`config.mk`:
```
export PLATFORM = sky130hd
export DESIGN_NAME = cog_hub_port
export DESIGN_NICKNAME = d
export VERILOG_FILES = /design/src/rtl/cog_hub_port.sv
export SDC_FILE = /design/constraint.sdc
export NUM_CORES = 1
export LEC_CHECK = 0
export BUFFER_PORTS_ARGS = -buffer_cell sky130_fd_sc_hd__buf_2
export CAP_MARGIN = 25
export CORE_MARGIN = 1
export CORE_UTILIZATION = 47
export DETAILED_ROUTE_END_ITERATION = 6
export PLACE_DENSITY = 0.86
export SETUP_SLACK_MARGIN = 0.3
export SLEW_MARGIN = 10
export SYNTH_ARGS = -nofsm -noshare
export SYNTH_HDL_FRONTEND = slang
export SYNTH_SLANG_ARGS = --single-unit
```
`constraint.sdc`:
```
create_clock -name clk_cog -period 2.02 [get_ports clk_cog]
set_input_delay 0.303 -clock clk_cog [delete_from_list [all_inputs] [get_ports clk_cog]]
set_output_delay 0.303 -clock clk_cog [all_outputs]
set_load 0.01 [all_outputs]
```
`src/rtl/cog_hub_port.sv`:
```
// cog_hub_port: cog-side initiator for the shared hub bus.
//
// Takes one hub operation at a time from the cog core. It waits for this cog's
// slot, drives the bus for exactly that one slot, and waits for the hub
// acknowledge. It then captures the returned data and carry and pulses done.
// If the acknowledge never arrives, err pulses after ACK_TIMEOUT strobes.
//
// Ports:
//   clk_cog, nres          clock, asynchronous active-low reset
//   ena_bus                hub slot strobe; every bus handshake qualifies on it
//   cog_ena                cog enabled; low aborts any operation
//   bus_sel, bus_ack       this cog's slot is current / hub acknowledge
//   bus_q, bus_c           hub read data (or sys result) and carry
//   req, req_r/w/s/a/d     core request: valid, read, write, size, address, data
//   bus_r/e/w/s/a/d        driven bus fields; all zero outside the issue cycle
//   busy, done, err        in progress / completion pulse / timeout pulse
//   rsp_q, rsp_c           captured bus_q / bus_c
module cog_hub_port #(
    parameter int unsigned ACK_TIMEOUT = 16,
    parameter int unsigned TW          = 5
) (
    input  logic        clk_cog,
    input  logic        nres,
    input  logic        ena_bus,
    input  logic        cog_ena,
    input  logic        bus_sel,
    input  logic        bus_ack,
    input  logic [31:0] bus_q,
    input  logic        bus_c,
    input  logic        req,
    input  logic        req_r,
    input  logic        req_w,
    input  logic [1:0]  req_s,
    input  logic [15:0] req_a,
    input  logic [31:0] req_d,
    output logic        bus_r,
    output logic        bus_e,
    output logic        bus_w,
    output logic [1:0]  bus_s,
    output logic [15:0] bus_a,
    output logic [31:0] bus_d,
    output logic        busy,
    output logic        done,
    output logic        err,
    output logic [31:0] rsp_q,
    output logic        rsp_c
);

    typedef enum logic [1:0] {
        StIdle     = 2'd0,
        StWaitSlot = 2'd1,
        StIssued   = 2'd2,
        StCapture  = 2'd3
    } state_e;

    localparam logic [TW-1:0] CNT_MAX = '1;
    localparam logic [TW-1:0] ACK_LIM = TW'(ACK_TIMEOUT);

    state_e        state_q, state_d;
    logic [TW-1:0] cnt_q, cnt_d;
    logic          done_q, done_d;
    logic          err_q, err_d;
    logic          lat_r_q, lat_w_q;
    logic [1:0]    lat_s_q;
    logic [15:0]   lat_a_q;
    logic [31:0]   lat_d_q;
    logic          latch_en;
    logic          issue;
    logic          capture;

    always_comb begin
        state_d  = state_q;
        cnt_d    = cnt_q;
        done_d   = 1'b0;
        err_d    = 1'b0;
        latch_en = 1'b0;
        issue    = 1'b0;
        capture  = 1'b0;
        // A disabled cog abandons whatever it was doing, silently.
        if (!cog_ena) begin
            state_d = StIdle;
        end else begin
            unique case (state_q)
                StIdle: begin
                    if (req) begin
                        latch_en = 1'b1;
                        state_d  = StWaitSlot;
                    end
                end
                StWaitSlot: begin
                    if (ena_bus && bus_sel) begin
                        issue   = 1'b1;
                        cnt_d   = '0;
                        state_d = StIssued;
                    end
                end
                StIssued: begin
                    if (ena_bus) begin
                        // Ack beats a timeout that lands on the same strobe.
                        if (bus_ack) begin
                            state_d = StCapture;
                        end else begin
                            if (cnt_q != CNT_MAX) begin
                                cnt_d = cnt_q + 1'b1;
                            end
                            if ((ACK_TIMEOUT != 0) && (cnt_d == ACK_LIM)) begin
                                err_d   = 1'b1;
                                state_d = StIdle;
                            end
                        end
                    end
                end
                StCapture: begin
                    capture = 1'b1;
                    done_d  = 1'b1;
                    state_d = StIdle;
                end
                default: state_d = StIdle;
            endcase
        end
    end

    // Bus fields are non-zero only during the issue cycle so that the hub can
    // OR together the outputs of all cogs.
    always_comb begin
        bus_e = 1'b0;
        bus_r = 1'b0;
        bus_w = 1'b0;
        bus_s = 2'b00;
        bus_a = 16'h0000;
        bus_d = 32'h0000_0000;
        if (issue) begin
            bus_e = 1'b1;
            bus_r = lat_r_q;
            bus_w = lat_w_q;
            bus_s = lat_s_q;
            bus_d = lat_d_q;
            bus_a = lat_a_q;
            if (lat_s_q == 2'b01) begin
                bus_a[0] = 1'b0;
            end else if (lat_s_q == 2'b10) begin
                bus_a[1:0] = 2'b00;
            end
        end
    end

    always_ff @(posedge clk_cog or negedge nres) begin
        if (!nres) begin
            state_q <= StIdle;
            cnt_q   <= '0;
            done_q  <= 1'b0;
            err_q   <= 1'b0;
            lat_r_q <= 1'b0;
            lat_w_q <= 1'b0;
            lat_s_q <= 2'b00;
            lat_a_q <= 16'h0000;
            lat_d_q <= 32'h0000_0000;
            rsp_q   <= 32'h0000_0000;
            rsp_c   <= 1'b0;
        end else begin
            state_q <= state_d;
            cnt_q   <= cnt_d;
            done_q  <= done_d;
            err_q   <= err_d;
            if (latch_en) begin
                lat_r_q <= req_r;
                lat_w_q <= req_w;
                lat_s_q <= req_s;
                lat_a_q <= req_a;
                lat_d_q <= req_d;
            end
            if (capture) begin
                rsp_q <= bus_q;
                rsp_c <= bus_c;
            end
        end
    end

    assign busy = (state_q != StIdle);
    assign done = done_q;
    assign err  = err_q;

endmodule

```
Word-level counts from Yosys, hierarchy flattened
Cells that the tools add are included.
- word-level logic and storage cells: 70
- bits of input ports: 92
- output and inout port bits: 89
- register bits: 94
- multiplexer cells: 38
- reductions and logical operators: 6
- equal/unequal tests: 14
- $add $sub $neg: 1
- operator list (cell ; number):
    2-to-1 mux 5 bit ; 8
    2-to-1 mux 32 bit ; 1
    2-to-1 mux 1 bit ; 18
    2-to-1 mux 16 bit ; 1
    2-to-1 mux 2 bit ; 8
    case mux 5 bit (2 select lines) ; 1
    != test 3 bit, second input constant ; 3
    case mux 2 bit (4 select lines) ; 1
    == test 2 bit, second input constant ; 3
    != test 2 bit, second input constant ; 3
    adder 5 x 1 -> 5 bit, second input constant ; 1
    == test 5 bit, second input constant ; 1
    != test 5 bit, second input constant ; 1
    AND reduction 5 bit ; 1
    == test 2 x 1 -> 1 bit, second input constant ; 2
    != test 4 bit, second input constant ; 1
    AND reduction 4 bit ; 1
    nonzero test 2 bit ; 2
    logical NOT 2 bit ; 1
    logical AND 1 bit ; 1

Logic depth before layout (Yosys ltp)
- depth in word-level cells: 12
- gate-level depth with buffers: 6
- mapped depth without buffers: 5

Worst setup path after synthesis
Ideal clock, no wire load.
- path kind: register to output
- start point: register state_q[1]
- end point: output bus_a[0]
- arrival: 1.274 ns
- path buffers: 2
- setup slack: 0.443 ns
- cell stages (with the launch flop): 6
- path through: dfrtp_1 > buf_6 > and4b_1 > clkbuf_2 > and2_1 > and3_1
- word-level cells in the longest chain between the ends: 4
- RTL lines (what ; RTL line ; RTL):
    start, declared ; 59 ; state_e state_q, state_d;
    start signal, assigned ; 149 ; state_q <= StIdle;
    start signal, assigned ; 161 ; state_q <= state_d;
    == test 2 x 1 -> 1 bit ; 83 ; unique case (state_q)
    2-to-1 mux 1 bit ; 83 ;
    2-to-1 mux 1 bit ; 80 ; if (!cog_ena) begin
    2-to-1 mux 16 bit ; 132 ; if (issue) begin
    end, declared ; 40 ; output logic [15:0] bus_a,
No other way between the ends.

Worst setup path after layout
Ends and elaborated chain as after synthesis.

==> flow_summary.yaml <==
run_status:
  outcome: "completed"
timing:
  min_period_ps: 1940
  final_hold_viol_count: 0
  max_freq_ghz: 0.517
  rsz0062_at_grt: "true"
  fin_crit_sh_pct: 95.8
  final-setup-viol-count: 0
  skew_ps: 6.95
  maxSlewViolCount: 0
  tightest_slew_ps: 407
  max-slew-margin-rel_pct: 72.9
power_and_ir_drop:
  p_leak_nw: 3.33
  ir_worst_vdd_v: 0.000489
  power_density_mw_per_mm2: 848
  power_mw: 4.99
floorplanning:
  fp-row-count: 33
  initial_utilization_pct: 49.5
  die_h_um: 95.8
  die_area_mm2: 0.00917
  die_w_um: 95.8
  core-area_mm2: 0.00834
  io-pin-count: 181
detailed_routing:
  drtIter0Drc: 105
  firstDrtPassIters: 4
  vias: 3253
  viasPerCell: 5.31
  drt-total-wl_um: 11000
  wl_per_cell_um: 17.9
  drc: 0
  ant_nets: 0
setup_path:
  cp-end-kind: "primary output"
  cp-start-kind: "flip-flop"
  crit_buf_inv: 1
  cp_data_required_time_ps: 1720
  max_stage_delay_ps: 420
  path_delay_family: "simple AND/OR/NAND/NOR gates"
  crit_type: "flip-flop to primary output"
  crit_slowest_cell: "dfrtp_2"
  crit_chain: "and4b_2, and2_4, and3_4, buf_6"
  critPathArrivalTime_ps: 1630
  worst-path-max-fanout: 4
yosys:
  ys_seq_area_share_pct: 56.9
  synth_edf_count: 0
  syn_area_per_cell_um2: 13.4
  yosysWarnings: 0
  synth_nets: 401
  synthArstFlopShare_pct: 100
  syn_area_mm2: 0.00413
  synthCells: 308
  synth_flop_cell: "dfrtp_1"
  ys_ff_latch: 94
  ys_types: 38
finish:
  num-fill-cells: 572
  drive_gt1_share_pct: 62.6
  num_antenna_cells: 0
  layout_common_cells: "buf_2, dfrtp_1, mux2_4, and3_1, mux2_2"
  syn2layout_area_growth_pct: 42.3
  layout_commonest_cell: "buf_2"
  stdcell_count: 613
  nets: 597
cts:
  clk_pin_slew_ps: 90
  clock-sinks: 94
  cts_htree_levels: 3
  clockBufferDepth: 2
  root_buffer: "clkbuf_8"
  cts_buffers: 9
  clkLatencyLatePin_ps: 350
  cts_tree: "done"
global_route:
  first_global_vias: 3128
  grt_start_max_net_pins: 53
  grt_overflow_total: 0
  antenna_found_initial: 0
  grt_pass1_wl_um: 14400
  grtUsageTotal_pct: 20.8
min_path:
  hp-class: "primary input to flip-flop"
run:
  max-cap-violations: 0
placement:
  hpwl_um: 7020
  placed_cells: 578
  port_buffers: 180
  gp_congestion: 0.812
-- cell families after synthesis --
kind of cell               after synthesis  synth area share, %
DFF                                     94                 56.9
adders and majority gates                1                0.303
muxes                                   86                 23.4
and+or+nand+nor                         81                 12.2
buffers and inverters                   26                 3.85
AOI/OAI and AO/OA                       19                 3.09
xor gates and xnor gates                 1                0.212
-- what timing repair did --
action,in CTS,in global routing
endpoints found under the setup margin,53,105
hold buffers,1,0
endpoints found under the hold margin,22,0
setup buffers,4,8
cloned,0,7
resized for setup,13,64
pin swaps,3,1
-- metal layers --
| layer | part of all wire (%) | wire [um] | vias to the layer above | track usage [%] |
|---|---|---|---|---|
| met5 | 0 | 0 | - | 0 |
| met4 | 1.4 | 158 | 0 | 6.72 |
| met3 | 7.8 | 860 | 13 | 6.56 |
| met2 | 51 | 5650 | 151 | 37.7 |
| met1 | 39 | 4310 | 1590 | 23.0 |
| li1 | - | - | 1499 | - |
-- power breakdown --
group / internal [mW] / switching (mW) / total [mW]
clock: 0.727 / 0.643 / 1.37
combinational: 0.706 / 0.450 / 1.16
sequential: 2.25 / 0.206 / 2.46
-- state kept, by name, summed over array words and instances, names as in the netlist --
name and count:
cnt_q 5, done 1, err 1, lat_a_q 16, lat_d_q 32, lat_r_q 1
lat_s_q 2, lat_w_q 1, rsp_c 1, rsp_q 32, state_q 2
-- cell type report --
cell class,instances,area [um^2],area share [%]
Sequential cell,94,2350,40.1
Multi-Input combinational cell,188,1840,31.4
Clock inverter,5,83.8,1.43
Inverter,3,11.3,0.192
Tap cell,105,131,2.23
Clock buffer,10,138,2.34
Timing Repair Buffer,208,1320,22.4
-- cells in the mapped netlist, drive strengths merged, types with 2 or more instances --
| master | n | area, um^2 |
|---|---|---|
| inv | 3 | 11.3 |
| nand3 | 4 | 20.0 |
| clkbuf | 12 | 46.3 |
| a21oi | 6 | 33.8 |
| nand2b | 3 | 18.8 |
| nand2 | 4 | 15.0 |
| dfrtp | 94 | 2350 |
| and2 | 4 | 25.0 |
| nor2 | 3 | 11.3 |
| buf | 11 | 101 |
| mux2 | 85 | 957 |
| o21ai | 5 | 25.0 |
| and3 | 52 | 325 |
| nor3b | 2 | 15.0 |
| a22o | 2 | 17.5 |
| nand4 | 2 | 12.5 |
-- stage by stage --
step / util [%] / cell area [um^2] / hold slack (ps) / TNS (ps) / setup slack, ps
floorplan: - / 4130 / 7.41 / 0 / 443
global placement: 61.5 / 5130 / 214 / 0 / 363
detailed placement: 61.5 / 5130 / 220 / 0 / 330
CTS: 65.3 / 5440 / 142 / 0 / 89.7
global route: 70.5 / 5880 / 160 / -13.5 / -7.26
finish: 70.5 / 5880 / 176 / 0 / 84.7
-- path summary, 6_finish.rpt --
| kind | slack, ps | from | to | cells after the start |
|---|---|---|---|---|
| max in group asynchronous | 1010 | nres | lat_d_q[19] | 3 |
| min in group asynchronous | 390 | nres | lat_a_q[13] | 2 |
| worst min register to register | 510 | rsp_q[14] | rsp_q[14] | 1 |
| worst max-delay path | 80 | state_q[1] | bus_a[0] | 4 |
| worst min-delay path | 180 | req_d[12] | lat_d_q[12] | 2 |
| worst max register to register | 160 | state_q[1] | lat_d_q[28] | 7 |
Power figures use the tool's default switching activity.
